==> src/rtl/sram_readout_ctrl.sv <==
// Sample SRAM readback sequencer: steps the read port down one word at a time and
// serializes each word's kept byte lanes onto a valid/ready byte stream.
module sram_readout_ctrl #(
    parameter int unsigned MDW    = 32,
    parameter int unsigned CW     = 16,
    parameter int unsigned RD_LAT = 2
) (
    input  logic           clk,
    input  logic           rst,
    input  logic           start,
    input  logic           abort,
    input  logic [CW-1:0]  read_count,
    output logic           busy,
    output logic           done,
    output logic           rd_ready,
    input  logic           rd_valid,
    input  logic [3:0]     rd_keep,
    input  logic [MDW-1:0] rd_data,
    output logic           tx_valid,
    output logic [7:0]     tx_data,
    input  logic           tx_ready
);

    localparam int unsigned LW = (RD_LAT > 2) ? $clog2(RD_LAT) : 1;
    localparam logic [LW-1:0] LatInit = LW'(RD_LAT - 1);

    typedef enum logic [2:0] {StIdle, StWait, StCapt, StSend, StStep, StDone} state_e;

    state_e         state_q, state_d;
    logic [CW-1:0]  cnt_q, cnt_d;
    logic [LW-1:0]  lat_q, lat_d;
    logic [MDW-1:0] hold_q, hold_d;
    logic [3:0]     pend_q, pend_d;
    logic [1:0]     lane;
    logic [3:0]     pend_left;

    // Lowest pending lane goes first.
    always_comb begin
        lane = 2'd0;
        for (int i = 3; i >= 0; i--) begin
            if (pend_q[i]) lane = 2'(i);
        end
        pend_left = pend_q & ~(4'b0001 << lane);
    end

    always_comb begin
        state_d = state_q;
        cnt_d   = cnt_q;
        lat_d   = lat_q;
        hold_d  = hold_q;
        pend_d  = pend_q;
        if (abort && state_q != StIdle) begin
            state_d = StIdle;
            pend_d  = 4'd0;
        end else begin
            case (state_q)
                StIdle: begin
                    if (start && !abort) begin
                        if (read_count != '0) begin
                            cnt_d   = read_count;
                            lat_d   = LatInit;
                            state_d = StWait;
                        end else begin
                            state_d = StDone;
                        end
                    end
                end
                StWait: begin
                    if (lat_q == '0) state_d = StCapt;
                    else             lat_d   = lat_q - LW'(1);
                end
                StCapt: begin
                    hold_d = rd_data;
                    pend_d = rd_keep & {4{rd_valid}};
                    cnt_d  = cnt_q - CW'(1);
                    if (pend_d != 4'd0)    state_d = StSend;
                    else if (cnt_d != '0)  state_d = StStep;
                    else                   state_d = StDone;
                end
                StSend: begin
                    if (tx_ready) begin
                        pend_d = pend_left;
                        if (pend_left == 4'd0) state_d = (cnt_q != '0) ? StStep : StDone;
                    end
                end
                StStep: begin
                    lat_d   = LatInit;
                    state_d = StWait;
                end
                StDone:  state_d = StIdle;
                default: state_d = StIdle;
            endcase
        end
    end

    always_ff @(posedge clk or negedge rst) begin
        if (!rst) begin
            state_q <= StIdle;
            cnt_q   <= '0;
            lat_q   <= '0;
            hold_q  <= '0;
            pend_q  <= 4'd0;
        end else begin
            state_q <= state_d;
            cnt_q   <= cnt_d;
            lat_q   <= lat_d;
            hold_q  <= hold_d;
            pend_q  <= pend_d;
        end
    end

    assign busy     = (state_q == StWait) || (state_q == StCapt) ||
                      (state_q == StSend) || (state_q == StStep);
    assign done     = (state_q == StDone);
    assign rd_ready = (state_q == StStep);
    assign tx_valid = (state_q == StSend);
    assign tx_data  = tx_valid ? hold_q[{lane, 3'b000} +: 8] : 8'd0;

endmodule

==> config.mk <==
export PLATFORM = sky130hd
export DESIGN_NAME = sram_readout_ctrl
export DESIGN_NICKNAME = d
export VERILOG_FILES = /design/src/rtl/sram_readout_ctrl.sv
export SDC_FILE = /design/constraint.sdc
export NUM_CORES = 1
export LEC_CHECK = 0
export ABC_CLOCK_PERIOD_IN_PS = 5680
export CELL_PAD_IN_SITES_DETAIL_PLACEMENT = 1
export CELL_PAD_IN_SITES_GLOBAL_PLACEMENT = 2
export CORE_UTILIZATION = 34
export CTS_CLUSTER_SIZE = 16
export DETAILED_ROUTE_END_ITERATION = 16
export PLACE_DENSITY_LB_ADDON = 0.05
export SYNTH_ARGS = -nofsm -noshare
export SYNTH_HDL_FRONTEND = slang
export SYNTH_SLANG_ARGS = --single-unit
==> constraint.sdc <==
create_clock -name clk -period 5.68 [get_ports clk]
set_clock_uncertainty 0.15 [all_clocks]
set_input_delay 0.568 -clock clk [delete_from_list [all_inputs] [get_ports clk]]
set_output_delay 0.568 -clock clk [all_outputs]
set_load 0.05 [all_outputs]
==> summary.txt, run 1 <==
Status
  • Status: finished clean

Synth
  • Syn nets: 390
  • Post-synth EDFFs: 0
  • Avg Cell Area, Syn: 9.78 um2
  • Post-synth cell types: 54
  • Gate Count Post-Synth: 329
  • #FFs+latches synth: 56
  • Register area share after synthesis: 43.5%
  • Yosys Warn Count: 0
  • Syn Std Cell Area: 3220 um2
  • Asr flop ratio synth: 100%
  • Top FF cell, synth: dfrtp_1

Route
  • Post-route antenna net violation count: 0
  • Via count: 2801
  • DRT Wirelength: 9170 um
  • Avg Vias per Cell: 5.60
  • # DRC: 0
  • DRT Pass-1 Iters: 4
  • DRT iter0 DRCs: 102
  • Wire length per cell: 18.3 um

Clock tree
  • Max clock buf depth: 2
  • Clk_lat worst skew: 0.30 ns
  • PostCTS Resize Cnt: 0
  • CTS buffer count: 5
  • Clock slew at reported path FFs: 0.11 ns
  • CTS Hold Buffers Added: 0
  • TritonCTS Sinks: 56
  • Clock root cell: clkbuf_8
  • Setup Buffers After CTS: 0
  • H-tree Lvls: 2
  • CTS tree: yes

STA
  • Fin. Hold Viols: 0
  • Sum Neg Setup Slack: 0 ns
  • Setup ws final: 1.80 ns
  • Slew headroom: 29.5%
  • Setup violators final: 0
  • Unrepaired setup endpoints after global routing: false
  • Hold slack: 0.249 ns
  • Fmax achieved: 0.257 GHz
  • Pins Over Slew Limit: 0
  • Slew at the pin closest to its max-slew limit: 1.06 ns
  • Part of the cycle the worst path needs: 68.4%
  • Fin crit period: 3.88 ns

Floorplan
  • Row cnt: 35
  • Std-Cell Core Area: 9200 um2
  • DIE WIDTH: 99.3 um
  • Starting Density: 35.0%
  • Die Y: 99.3 um
  • I/O pin count: 70
  • Die area: 9860 um2

GRT
  • Tot GR Track Use: 19.8%
  • First-pass GRT wire length: 15400 um
  • Largest net degree at the start of global routing: 57
  • Overflow after GRT: 0
  • Vias in the first global route: 2935
  • Initial antenna violation count: 0

Cells and area
  • # fillers: 1032
  • Post-route cell area: 4070 um2
  • Area of the multi-input gates: 1680 um2
  • Commonest cells after routing, fill and taps aside: 68 x clkdlybuf4s50_1, 56 x dfrtp_1, 32 x nor2_1, 32 x mux2_2, 20 x o21ai_0
  • Final net count: 449
  • # diodes: 0
  • FF/Latch Area: 1400 um2
  • Layout Utilization: 44.2%
  • Layout overhead on the synthesized area: 26.4%
  • Commonest non-fill, non-tap cell in the layout: clkdlybuf4s50_1
  • Layout cells sized above 1: 13.6%

Worst setup path
  • Data required, critical path: 4.96 ns
  • CP startpoint kind: flip-flop
  • Slowest Stage Delay on Critical Path: 0.80 ns
  • Max FO, Critical Path: 14
  • Cells along the critical path: nor2b_1 > o21a_1 > mux2i_1 > o22ai_1 > and2_1 > clkdlybuf4s50_1
  • Worst Path Arrival: 3.17 ns
  • Family with the most delay on the worst path: buffers and inverters
  • Critical Path End Type: output pin
  • Crit Path Class: reg -> out
  • Highest-delay cell along the critical path: clkdlybuf4s50_1
  • Buf+Inv Stages, Crit Path: 1

Power and ir drop
  • Pleak: 1.58 nW
  • PwrDens: 407 nW/um2
  • VDD IR max: 0.000169 V

Placement
  • Pre-CTS setup slack: 2.12 ns
  • Placed cell area: 3980 um2
  • Post-DP HPWL: 6790 um
  • IO Port Bufs: 69
  • Final Wtd Congestion: 0.738

Min path
  • Worst hold path type: in -> async

Run
  • Max cap viols: 0
-- metal layers --
metal | GRT usage, % | vias to the layer above | routed length (um)
li1 | - | 1347 | -
met1 | 30.4 | 1399 | 4890
met2 | 30.1 | 51 | 3950
met3 | 2.74 | 4 | 284
met4 | 2.83 | 0 | 43
met5 | 0 | - | 0
-- area by class of cell --
class	instances	share of cell area, %
Clock inverter	2	0.400
Clock buffer	6	1.78
Inverter	10	0.923
Tap cell	111	3.42
Timing Repair Buffer	73	17.6
Multi-Input combinational cell	242	41.4
Sequential cell	56	34.5
-- power by group --
group / leakage [nW] / switching, mW / internal (mW) / total [mW]
Sequential: 0.690 / 0.189 / 0.577 / 0.766
Clock: 0.0414 / 0.139 / 0.0884 / 0.227
Combinational: 0.847 / 0.333 / 0.329 / 0.662
-- logic make-up after synthesis --
group,Yosys count,synth area share (%)
and+or+nand+nor,101,16.4
DFF,56,43.5
AOI/OAI and AO/OA,93,19.6
adders and majority gates,4,1.48
xor gates and xnor gates,4,1.09
buffers and inverters,31,4.20
muxes,40,13.7
-- path summary, 6_finish.rpt --
kind / from / endpoint / slack [ns] / cells past startpoint
max: pend_q[2]$_DFFE_PN0P_ / tx_data[3] / 1.80 / 6
min: rst / cnt_q[0]$_DFFE_PN0P_ / 0.25 / 2
max reg2reg: cnt_q[0]$_DFFE_PN0P_ / cnt_q[12]$_DFFE_PN0P_ / 2.72 / 7
min reg2reg: hold_q[27]$_DFFE_PN0P_ / hold_q[27]$_DFFE_PN0P_ / 0.37 / 1
max in group asynchronous: rst / hold_q[8]$_DFFE_PN0P_ / 4.63 / 2
min in group clk: hold_q[27]$_DFFE_PN0P_ / hold_q[27]$_DFFE_PN0P_ / 0.37 / 1
-- synthesized netlist by cell type, types with 2 or more instances --
| master | instances | area share [%] |
|---|---|---|
| dfrtp_1 | 56 | 44 |
| nor2_1 | 33 | 3.8 |
| mux2_2 | 32 | 11 |
| o21ai_0 | 20 | 3.1 |
| clkbuf_1 | 16 | 1.9 |
| a21oi_1 | 15 | 2.3 |
| a22oi_1 | 13 | 3.0 |
| nand2_1 | 13 | 1.5 |
| nor3_1 | 11 | 1.7 |
| o22ai_1 | 11 | 2.1 |
| and2_1 | 10 | 1.9 |
| inv_1 | 10 | 1.2 |
| mux2i_1 | 8 | 2.5 |
| nor4_1 | 7 | 1.4 |
| nand3_1 | 5 | 0.78 |
| nor3b_1 | 4 | 0.93 |
| o31ai_1 | 4 | 0.93 |
| xnor2_1 | 4 | 1.1 |
| a31oi_1 | 3 | 0.58 |
| buf_2 | 3 | 0.47 |
| ha_1 | 3 | 1.2 |
| o22a_1 | 3 | 0.82 |
| or3_1 | 3 | 0.58 |
| a2bb2oi_1 | 2 | 0.54 |
| a32o_1 | 2 | 0.62 |
| a32oi_1 | 2 | 0.54 |
| and3_1 | 2 | 0.39 |
| buf_6 | 2 | 0.70 |
| nand2b_1 | 2 | 0.39 |
| nor2b_1 | 2 | 0.39 |
| o2111ai_1 | 2 | 0.54 |
| o211ai_1 | 2 | 0.47 |
| o31a_1 | 2 | 0.54 |
| o41ai_1 | 2 | 0.54 |
-- sequential cells by signal, indices dropped and copies added (netlist names) --
signal   flops
cnt_q       16
hold_q      32
lat_q        1
pend_q       4
state_q      3
-- stage by stage --
stage | instances | power [mW]
after CTS | 500 | 1.67
after global placement | 492 | 1.42
final | 500 | 1.65
after detailed placement | 492 | 1.44
after floorplan | 329 | 1.22
after global routing | 500 | 1.79
Note: power is estimated with default switching activity, not from simulation.
==> inputs of run 2 (changes only) <==
- ABC_CLOCK_PERIOD_IN_PS: 5680 -> 3500
- CORE_UTILIZATION: 34 -> 28
- clock period: 5.68 -> 3.5 ns (I/O delays scaled with it)
==> summary.txt, run 2 (synthesis results as in run 1) <==
Status
  • Status: finished clean (unchanged)

Cells and area
  • Layout overhead on the synthesized area: 30.6% (was 26.4%)
  • Area of the multi-input gates: 1680 um2 (unchanged)
  • Commonest cells after routing, fill and taps aside: 63 x clkdlybuf4s50_1, 56 x dfrtp_1, 32 x nor2_1, 32 x mux2_2, 20 x o21ai_0 (was 68 x clkdlybuf4s50_1, 56 x dfrtp_1, 32 x nor2_1, 32 x mux2_2, 20 x o21ai_0)
  • Final net count: 455 (was 449)
  • Layout Utilization: 38.1% (was 44.2%)
  • Reg with most FFs: hold_q (unchanged)
  • Max reg flops: 32 (unchanged)
  • Layout cells sized above 1: 16.2% (was 13.6%)
  • # diodes: 0 (unchanged)
  • # fillers: 1263 (was 1032)
  • FF/Latch Area: 1400 um2 (unchanged)
  • Commonest non-fill, non-tap cell in the layout: clkdlybuf4s50_1 (unchanged)
  • Largest regs: hold_q (32), cnt_q (16), pend_q (4) (unchanged)
  • Layout Cells excl Fill: 535 (was 500)

Clock tree
  • CTS tree: yes (unchanged)
  • H-tree Lvls: 2 (unchanged)
  • Clock root cell: clkbuf_16 (was clkbuf_8)
  • Clk_lat worst skew: 0.30 ns (about the same)
  • TritonCTS Sinks: 56 (unchanged)
  • Max clock buf depth: 2 (unchanged)
  • Clock slew at reported path FFs: 0.08 ns (was 0.11 ns)
  • PostCTS Resize Cnt: 0 (unchanged)
  • CTS buffer count: 5 (unchanged)

Floorplan
  • Die area: 11900 um2 (was 9860 um2)
  • Std-Cell Core Area: 11000 um2 (was 9200 um2)
  • I/O pin count: 70 (unchanged)
  • Starting Density: 29.2% (was 35.0%)
  • Row cnt: 38 (was 35)
  • Die Y: 109 um (was 99.3 um)
  • DIE WIDTH: 109 um (was 99.3 um)

Power and ir drop
  • Seq pwr share: 42.6% (was 46.3%)
  • Internal: 1.76 mW (was 994 uW)
  • Combinational power share: 38.8% (was 40.0%)
  • VDD IR max: 0.000272 V (was 0.000169 V)
  • Sw Ratio: 39.2% (was 39.9%)
  • Psw: 1.13 mW (was 661 uW)
  • Overall Power: 2.90 mW (was 1.65 mW)
  • PwrDens: 689 nW/um2 (was 407 nW/um2)
  • Pleak: 1.65 nW (was 1.58 nW)
  • Clk pwr share: 18.6% (was 13.7%)

Worst setup path
  • Critical Path End Type: output pin (unchanged)
  • Crit Path Class: reg -> out (unchanged)
  • R2r endpoint: cnt_q[12]$_DFFE_PN0P_ (unchanged)
  • FF-to-FF setup slack: 1.02 ns (was 2.72 ns)
  • Worst Path Arrival: 2.75 ns (was 3.17 ns)
  • R2r startpoint: cnt_q[4]$_DFFE_PN0P_ (was cnt_q[0]$_DFFE_PN0P_)
  • Worst r2r path cells: 5 (was 7)
  • Max FO, Critical Path: 14 (unchanged)
  • CP startpoint kind: flip-flop (unchanged)
  • Data required, critical path: 3.00 ns (was 4.96 ns)

STA
  • Fmax achieved: 0.307 GHz
  • Sum Neg Setup Slack: 0 ns (unchanged)
  • Fin crit period: 3.25 ns
  • Slew headroom: 42.4% (was 29.5%)
  • Slew at the pin closest to its max-slew limit: 0.857 ns (was 1.06 ns)
  • Hold slack: 0.362 ns (was 0.249 ns)
  • Fin. Hold Viols: 0 (unchanged)
  • Unrepaired setup endpoints after global routing: false (unchanged)
  • Pins Over Slew Limit: 0 (unchanged)
  • Setup violators final: 0 (unchanged)
  • Part of the cycle the worst path needs: 93.0%

GRT
  • Initial antenna violation count: 0 (unchanged)
  • First-pass GRT wire length: 15600 um (was 15400 um)
  • Tot GR Track Use: 17.4% (was 19.8%)
  • Top Usage Layer GRT: met2 (was met1)
  • Routing usage on met1: 25.9% (was 30.4%)
  • Overflow after GRT: 0 (unchanged)
  • GR Util met3: 2.57% (was 2.74%)
  • Largest net degree at the start of global routing: 42 (was 57)
  • Vias in the first global route: 2874 (was 2935)
  • Global-route track usage on met2: 26.1% (was 30.1%)

Placement
  • IO Port Bufs: 69 (unchanged)
  • Post-DP HPWL: 7280 um (was 6790 um)
  • Final Wtd Congestion: 0.753 (was 0.738)
  • Placed cells: 526 (was 492)

Run
  • Max cap viols: 0 (unchanged)

Route
  • DRT Wirelength: 9760 um (was 9170 um)
  • Avg Vias per Cell: 5.23 (was 5.60)
  • # DRC: 0 (unchanged)
  • Via count: 2799 (was 2801)
  • Wire length per cell: 18.2 um (was 18.3 um)
  • DRT iter0 DRCs: 66 (was 102)
  • DRT Pass-1 Iters: 4 (unchanged)
  • Post-route antenna net violation count: 0 (unchanged)

Min path
  • HP Start: hold_q[1]$_DFFE_PN0P_
  • Worst Hold End: hold_q[1]$_DFFE_PN0P_
  • Worst hold path type: reg -> reg (was in -> async)
  • Hold Crit Depth: 1
==> run 2: timing repair <==
action,CTS,global route
buffers inserted,0,0
hold buffers,1,0
endpoints found under the hold margin,15,0
==> run 2: worst max-delay path: stages (launching register included) <==
cell and delay (ns):
dfrtp_1 0.54, nor2b_1 0.22, o21a_1 0.45, mux2i_1 0.27, o22ai_1 0.10, and2_1 0.18, clkdlybuf4s50_1 0.69
==> run 2: final cells by class <==
type / instances / share of cell area, %
repair buffers: 79 / 17.9
clock buffers: 5 / 2.98
inverters: 10 / 0.893
multi-input cells: 242 / 40.1
well taps: 140 / 4.17
flip-flops and latches: 56 / 33.3
clock inverters: 3 / 0.685
==> run 2: how the worst max path moves through the flow <==
stage               slack [ns]  cells past startpoint          to                   from
CTS                       0.20                      6  tx_data[3]  pend_q[2]$_DFFE_PN0P_
global placement          0.63                      6  tx_data[3]  pend_q[2]$_DFFE_PN0P_
finish                    0.25                      6  tx_data[3]  pend_q[2]$_DFFE_PN0P_
detailed placement        0.52                      6  tx_data[3]  pend_q[2]$_DFFE_PN0P_
global route              0.04                      6  tx_data[3]  pend_q[2]$_DFFE_PN0P_
floorplan                 1.08                      7  tx_data[0]  pend_q[2]$_DFFE_PN0P_
==> run 2: per-stage QoR <==
step                      setup slack [ns]  cell area [um2]
after detailed placement             0.522             4040
after floorplan                       1.08             3220
after global routing                0.0378             4200
final                                0.246             4200
after CTS                            0.195             4200
after global placement               0.628             4040
==> run 2: layer usage <==
metal / part of all wire, % / wire, um
met1: 51 / 5020
met3: 3.4 / 331
met2: 44 / 4250
met5: 0 / 0
met4: 1.6 / 157
==> run 2: power by group through the flow <==
stage / clock network (mW) / logic [mW] / registers [mW]
finish: 0.539 / 1.12 / 1.23
CTS: 0.562 / 1.14 / 1.24
global route: 0.581 / 1.26 / 1.29
global placement: 0 / 1.11 / 1.25
floorplan: 0 / 0.869 / 1.11
detailed placement: 0 / 1.14 / 1.25
